<file path="config.mk">
export PLATFORM = sky130hd
export DESIGN_NAME = dbg_soc_osd_dem_uart_bus
export DESIGN_NICKNAME = d
export VERILOG_FILES = /design/src/rtl/dbg_soc_osd_dem_uart_bus.sv
export SDC_FILE = /design/constraint.sdc
export NUM_CORES = 1
export LEC_CHECK = 0
export CORE_ASPECT_RATIO = 0.6
export CORE_UTILIZATION = 55
export CTS_CLUSTER_DIAMETER = 100
export DETAILED_ROUTE_END_ITERATION = 10
export PLACE_DENSITY = 0.85
export SLEW_MARGIN = 20
export SYNTH_ARGS = -nofsm -noshare
export SYNTH_HDL_FRONTEND = slang
export SYNTH_SLANG_ARGS = --single-unit
</file>
<file path="constraint.sdc">
create_clock -name clk -period 3.4 [get_ports clk]
set_input_delay 0.51 -clock clk [delete_from_list [all_inputs] [get_ports clk]]
set_output_delay 0.51 -clock clk [all_outputs]
set_load 0.05 [all_outputs]
</file>
<file path="src/rtl/dbg_soc_osd_dem_uart_bus.sv">
// 16550-subset register front end for the DEM UART: TX/RX byte FIFOs behind a req/ack bus; optional IRQ via DBG_SOC_DEM_UART_BUS_IRQ_EN.
// Bus ack/rdata one cycle after acceptance; TX drops on full (sticky TXO), RX backpressures losslessly via in_ready.
module dbg_soc_osd_dem_uart_bus #(
    parameter int FIFO_DEPTH = 8
) (
    input  logic       clk,
    input  logic       rst,
    input  logic       bus_req,
    input  logic       bus_we,
    input  logic [2:0] bus_addr,
    input  logic [7:0] bus_wdata,
    output logic [7:0] bus_rdata,
    output logic       bus_ack,
    output logic [7:0] out_char,
    output logic       out_valid,
    input  logic       out_ready,
    input  logic [7:0] in_char,
    input  logic       in_valid,
    output logic       in_ready,
    output logic       irq
);
    localparam int PW = $clog2(FIFO_DEPTH);
    localparam int CW = PW + 1;
    localparam logic [CW-1:0] FULL_CNT = CW'(FIFO_DEPTH);

    logic          r_ack;
    logic [7:0]    r_rdata;
    logic          r_txo;
    logic          r_in_ready;
    logic [7:0]    r_tx_mem [FIFO_DEPTH];
    logic [PW-1:0] r_tx_wp, r_tx_rp;
    logic [CW-1:0] r_tx_cnt;
    logic [7:0]    r_rx_mem [FIFO_DEPTH];
    logic [PW-1:0] r_rx_wp, r_rx_rp;
    logic [CW-1:0] r_rx_cnt;

    logic          w_acc, w_wr, w_rd;
    logic          w_tx_empty, w_tx_full, w_thr_wr, w_tx_push, w_tx_pop, w_txo_set;
    logic          w_rx_empty, w_rx_push, w_rx_pop;
    logic [CW-1:0] w_rx_cnt_nxt;
    logic          w_dr, w_thre, w_lsr_rd;
    logic [1:0]    w_ier;
    logic [7:0]    w_iir, w_rdata;

    // A request is only sampled while no ack is in flight, giving one access per two cycles.
    assign w_acc = bus_req & ~r_ack;
    assign w_wr  = w_acc & bus_we;
    assign w_rd  = w_acc & ~bus_we;

    assign w_tx_empty = (r_tx_cnt == '0);
    assign w_tx_full  = (r_tx_cnt == FULL_CNT);
    assign w_thr_wr   = w_wr & (bus_addr == 3'd0);
    assign w_tx_push  = w_thr_wr & ~w_tx_full;
    assign w_txo_set  = w_thr_wr & w_tx_full;
    assign w_tx_pop   = ~w_tx_empty & out_ready;

    assign w_rx_empty = (r_rx_cnt == '0);
    assign w_rx_push  = in_valid & r_in_ready;
    assign w_rx_pop   = w_rd & (bus_addr == 3'd0) & ~w_rx_empty;

    assign w_dr     = ~w_rx_empty;
    assign w_thre   = w_tx_empty;
    assign w_lsr_rd = w_rd & (bus_addr == 3'd5);

    assign out_valid = ~w_tx_empty;
    assign out_char  = w_tx_empty ? 8'h00 : r_tx_mem[r_tx_rp];
    assign in_ready  = r_in_ready;
    assign bus_ack   = r_ack;
    assign bus_rdata = r_rdata;

    always_comb begin
        w_rx_cnt_nxt = r_rx_cnt;
        if (w_rx_push && !w_rx_pop)
            w_rx_cnt_nxt = r_rx_cnt + CW'(1);
        else if (!w_rx_push && w_rx_pop)
            w_rx_cnt_nxt = r_rx_cnt - CW'(1);
    end

    always_comb begin
        w_iir = 8'h01;
        if (w_ier[0] && w_dr)
            w_iir = 8'h04;
        else if (w_ier[1] && w_thre)
            w_iir = 8'h02;
    end

    always_comb begin
        w_rdata = 8'h00;
        case (bus_addr)
            3'd0:    w_rdata = w_rx_empty ? 8'h00 : r_rx_mem[r_rx_rp];
            3'd1:    w_rdata = {6'b0, w_ier};
            3'd2:    w_rdata = w_iir;
            3'd5:    w_rdata = {1'b0, w_thre, w_thre, 2'b00, r_txo, 1'b0, w_dr};
            default: w_rdata = 8'h00;
        endcase
    end

    always_ff @(posedge clk) begin
        if (!rst) begin
            r_ack   <= 1'b0;
            r_rdata <= 8'h00;
            r_txo   <= 1'b0;
        end else begin
            r_ack   <= w_acc;
            r_rdata <= w_rd ? w_rdata : 8'h00;
            // An overflow landing with the LSR read keeps TXO set.
            r_txo   <= w_txo_set | (r_txo & ~w_lsr_rd);
        end
    end

    always_ff @(posedge clk) begin
        if (w_tx_push)
            r_tx_mem[r_tx_wp] <= bus_wdata;
        if (w_rx_push)
            r_rx_mem[r_rx_wp] <= in_char;
    end

    always_ff @(posedge clk) begin
        if (!rst) begin
            r_tx_wp  <= '0;
            r_tx_rp  <= '0;
            r_tx_cnt <= '0;
        end else begin
            if (w_tx_push)
                r_tx_wp <= r_tx_wp + PW'(1);
            if (w_tx_pop)
                r_tx_rp <= r_tx_rp + PW'(1);
            if (w_tx_push && !w_tx_pop)
                r_tx_cnt <= r_tx_cnt + CW'(1);
            else if (!w_tx_push && w_tx_pop)
                r_tx_cnt <= r_tx_cnt - CW'(1);
        end
    end

    // in_ready is registered from the next count so it stays low through reset.
    always_ff @(posedge clk) begin
        if (!rst) begin
            r_rx_wp    <= '0;
            r_rx_rp    <= '0;
            r_rx_cnt   <= '0;
            r_in_ready <= 1'b0;
        end else begin
            if (w_rx_push)
                r_rx_wp <= r_rx_wp + PW'(1);
            if (w_rx_pop)
                r_rx_rp <= r_rx_rp + PW'(1);
            r_rx_cnt   <= w_rx_cnt_nxt;
            r_in_ready <= (w_rx_cnt_nxt != FULL_CNT);
        end
    end

`ifdef DBG_SOC_DEM_UART_BUS_IRQ_EN
    logic [1:0] r_ier;
    logic       r_irq;

    assign w_ier = r_ier;
    assign irq   = r_irq;

    always_ff @(posedge clk) begin
        if (!rst) begin
            r_ier <= 2'b00;
            r_irq <= 1'b0;
        end else begin
            if (w_wr && (bus_addr == 3'd1))
                r_ier <= bus_wdata[1:0];
            r_irq <= (r_ier[0] & w_dr) | (r_ier[1] & w_thre);
        end
    end
`else
    assign w_ier = 2'b00;
    assign irq   = 1'b0;
`endif

endmodule

</file>
==> impl_table.tex <==
\begin{tabular}{lr}
\hline
Metric & Value \\
\hline
\multicolumn{2}{l}{\textbf{STA}} \\
Hold violation count in the final report & 0 \\
Period utilisation layout & about nine tenths \\
Rel. slew slack & about 47\% \\
Final setup viols & 0 \\
Setup skew after layout & about 0.01 ns \\
Max Slew Vio Count & 0 \\
Highest achievable clock rate & approximately 330 MHz \\
RSZ-0062 raised after global routing & no \\
Final worst path period need & a little over 3 ns \\
Pin slew with the least headroom to its limit & between 0.7 and 0.8 ns \\
Total Negative Setup Slacks & 0 ns \\
\multicolumn{2}{l}{\textbf{Outcome}} \\
Outcome & finished, final reports clean \\
\multicolumn{2}{l}{\textbf{Finish}} \\
Number of nets at the end of the flow & about 490 \\
Area occupied by multi-input gates & approximately 1900 µm² \\
Area taken by flip-flops and latches & 4580 µm² \\
Most common cell after layout, fill and taps aside & edfxtp\_1 \\
Area Growth Syn to Fin & 20.0\% \\
Utilization of the core after routing & 68.8\% \\
Count of filler cells inserted in the layout & 699 \\
Count of inserted antenna diode cells & 0 \\
Highest-count cells in the layout ignoring fill and taps & edfxtp\_1 (128), nor2\_1 (46), clkdlybuf4s50\_1 (43) \\
Count of placed standard cells in the final layout, fillers left out & 629 \\
Total non-filler cell area in the finished layout & $\sim$7900 µm² \\
Fraction of final layout cells with drive strength greater than 1 & a little over a fifth \\
\multicolumn{2}{l}{\textbf{Clocking}} \\
Inserted Clock Buffers & 17 \\
CTS H-tree lvls & 4 \\
Clock Latency Late Sink & approximately 0.42 ns \\
Total of hold buffers inserted after clock tree synthesis & 0 \\
Clock tree from TritonCTS & built \\
Root buffer cell & clkbuf\_16 \\
Clock transition at the registers of the reported paths & roughly 0.06 ns \\
Maximum clock insertion buffer count & 2 \\
Post-CTS Setup Inserts & 0 \\
Clock tree sinks & approximately 170 \\
Number of gates given a new drive strength after cts & 0 \\
\multicolumn{2}{l}{\textbf{Pwr}} \\
Part of the total power dissipated in combinational logic & 21.7\% \\
P\_sw & around 0.0016 W \\
Tot Pwr & around 0.0054 W \\
Relative contribution of the clock network to total power & a little over a third \\
Cell internal pwr & between 0.003 and 0.004 W \\
Net switching share of the total power & 29.6\% \\
Total power density per cell area & between 600 and 700 nW/µm² \\
Static leakage & between 2 and 3 nW \\
Max rail drop VDD & 0.000468 V \\
Part of the total power dissipated in sequential elements & around 43\% \\
\multicolumn{2}{l}{\textbf{Route}} \\
Post-detailed-route count of antenna-violating nets & 0 \\
Drt via density & between 5 and 6 \\
Starting DRT DRC Count & between 300 and 400 \\
Residual DRC count & 0 \\
Final routed wirelength across all metal layers & 13.4 mm \\
First drt pass iteration count & 8 \\
Vias & $\sim$3700 \\
Routed wirelength normalized by instance count & roughly 21 µm \\
\multicolumn{2}{l}{\textbf{Place}} \\
HPWL after detailed placement & about 8.8 mm \\
Count of input and output buffers & 43 \\
RePlAce Congestion & $\sim$0.85 \\
Cell count after placement & slightly below 600 \\
Area of placed instances & between 7000 and 8000 µm² \\
\multicolumn{2}{l}{\textbf{Synthesis}} \\
Yosys warning total & 0 \\
Post-synth cell types & 52 \\
Top cell type's share of synthesized area & 58.6\% \\
Net count after synthesis & roughly 420 \\
Cell type with the highest aggregate area in the netlist & edfxtp\_1 \\
Most instantiated flip-flop cell in the synthesis netlist & edfxtp\_1 \\
Cells taking the most area after synthesis & edfxtp\_1 (59\%), dfxtp\_1 (11\%), mux4\_2 (11\%) \\
Sequential area share after synthesis & roughly 70\% \\
Number of enable-type register cells in the synthesized netlist & 128 \\
Netlist area before placement & 6560 µm² \\
Seq cells post-synth & roughly 170 \\
Async set-or-reset flop fraction in the synthesized netlist & 0\% \\
Avg Synthesized Cell Area & around 17 µm² \\
Gate Count Post-Synth & between 300 and 400 \\
\multicolumn{2}{l}{\textbf{Worst hold path}} \\
Min-delay worst type & reg -> reg \\
\multicolumn{2}{l}{\textbf{Critical path}} \\
Slowest cell on crit path & clkdlybuf4s50\_1 \\
Worst EP arrival & 2.54 ns \\
Crit. End Element & output pin \\
Biggest fanout along the worst timing path & 16 \\
Crit Path Category & reg -> out \\
Cells along the critical path & buf\_4 > mux4\_2 > mux2i\_1 > nor2\_1 > clkdlybuf4s50\_1 \\
Kind of start point of the critical path & flop \\
Maximum single-stage delay on the critical path & 0.70 ns \\
Required time at the worst-slack endpoint & 2.89 ns \\
\multicolumn{2}{l}{\textbf{Global route}} \\
Largest net degree at the start of global routing & 23 \\
Global Route Usage Sum & 23.6\% \\
Global-route wire length before repair & roughly 21 mm \\
Vias in the first global route & approximately 3800 \\
Total overflow reported by the global router & 0 \\
Initial antenna violation count & 0 \\
\multicolumn{2}{l}{\textbf{Floorplanning}} \\
Die Ht & 86.6 µm \\
Die outline area & between 10000 and 15000 µm² \\
Initial standard-cell utilization of the core & about 57\% \\
Die W & between 100 and 150 µm \\
I/O pins & 45 \\
Core Region & $\sim$11000 µm² \\
Number of rows created at floorplan & 30 \\
\multicolumn{2}{l}{\textbf{Run}} \\
Max-capacitance violation count & 0 \\
\hline
\end{tabular}
cells in the mapped netlist, types with 2 or more instances:
library cell	n
ha_1	10
xnor2_1	3
or3_1	2
nand2b_1	6
buf_2	4
clkbuf_1	7
nor3_1	4
mux2_2	4
nand2_1	18
buf_6	2
edfxtp_1	128
o21ai_0	2
inv_1	5
nand3_1	8
a21oi_1	12
dfxtp_1	37
and2_1	3
mux2i_1	15
nor2_1	46
xor2_1	8
mux4_2	32
worst max-delay path: cells and delay by family, from the launching register on:
| family | cells | cell delay [ns] |
|---|---|---|
| DFF | 1 | 0.31 |
| buffers and inverters | 2 | 1.02 |
| and+or+nand+nor | 1 | 0.06 |
| muxes | 2 | 0.73 |
per-stage QoR:
step	worst slack, ns	hold slack, ns
finish	0.345	0.506
global placement	0.281	0.464
detailed placement	0.0934	0.500
global route	0.220	0.525
floorplan	0.606	0.454
CTS	0.312	0.508
layout make-up:
cell class / instances / share of cell area [%]
clock buffers: 17 / 5.40
clock inverters: 15 / 2.16
inverters: 5 / 0.238
multi-input cells: 202 / 23.9
flip-flops and latches: 165 / 58.2
well taps: 160 / 2.54
repair buffers: 65 / 7.56
state kept, by name, indices dropped and copies added (netlist names), named ones only:
signal	cells
r_tx_wp	3
r_tx_cnt	4
r_rx_mem	64
r_rx_cnt	4
r_tx_mem	64
in_ready	1
r_tx_rp	3
r_rx_wp	3
bus_ack	1
r_txo	1
bus_rdata	8
r_rx_rp	3
kinds of logic (layout without fill, tap and decap cells):
kind of cell | after synthesis | in the layout | synth area share [%]
AO/OA/AOI/OAI | 24 | 24 | 2.63
XOR/XNOR | 12 | 12 | 1.72
adder cells (fa/ha/maj) | 11 | 11 | 2.21
buffers and inverters | 20 | 102 | 1.51
flip-flops | 165 | 165 | 69.8
multiplexers | 51 | 51 | 14.0
other | 1 | 1 | 0.0571
AND/OR/NAND/NOR | 103 | 103 | 8.08
final timing paths:
path                                   from  slack, ns     endpoint  cells past startpoint
worst min register to register   r_rx_rp[1]       0.51         flop                      2
worst max register to register  r_tx_cnt[0]       0.44  r_tx_cnt[3]                     10
worst min-delay path             r_rx_rp[1]       0.51         flop                      2
worst max-delay path                   flop       0.35  out_char[3]                      5
layer usage:
layer | GRT usage, % | vias to the layer above | wire [µm]
li1 | - | 1627 | -
met1 | 33.1 | 1898 | 5820
met2 | 35.6 | 173 | 6300
met5 | 0 | - | 0
met4 | 9.68 | 0 | 278
met3 | 6.08 | 28 | 998
power by group through the flow:
stage	sequential [W]	combinational, W	clock (W)
6_report	0.00229	0.00117	0.00192
5_1_grt	0.00229	0.00123	0.00202
4_1_cts	0.00228	0.00117	0.00193
3_5_place_dp	0.00232	0.00114	0
3_3_place_gp	0.00232	0.00111	0
2_1_floorplan	0.00232	0.000782	0
No activity file was read; power rests on OpenSTA's default activity.
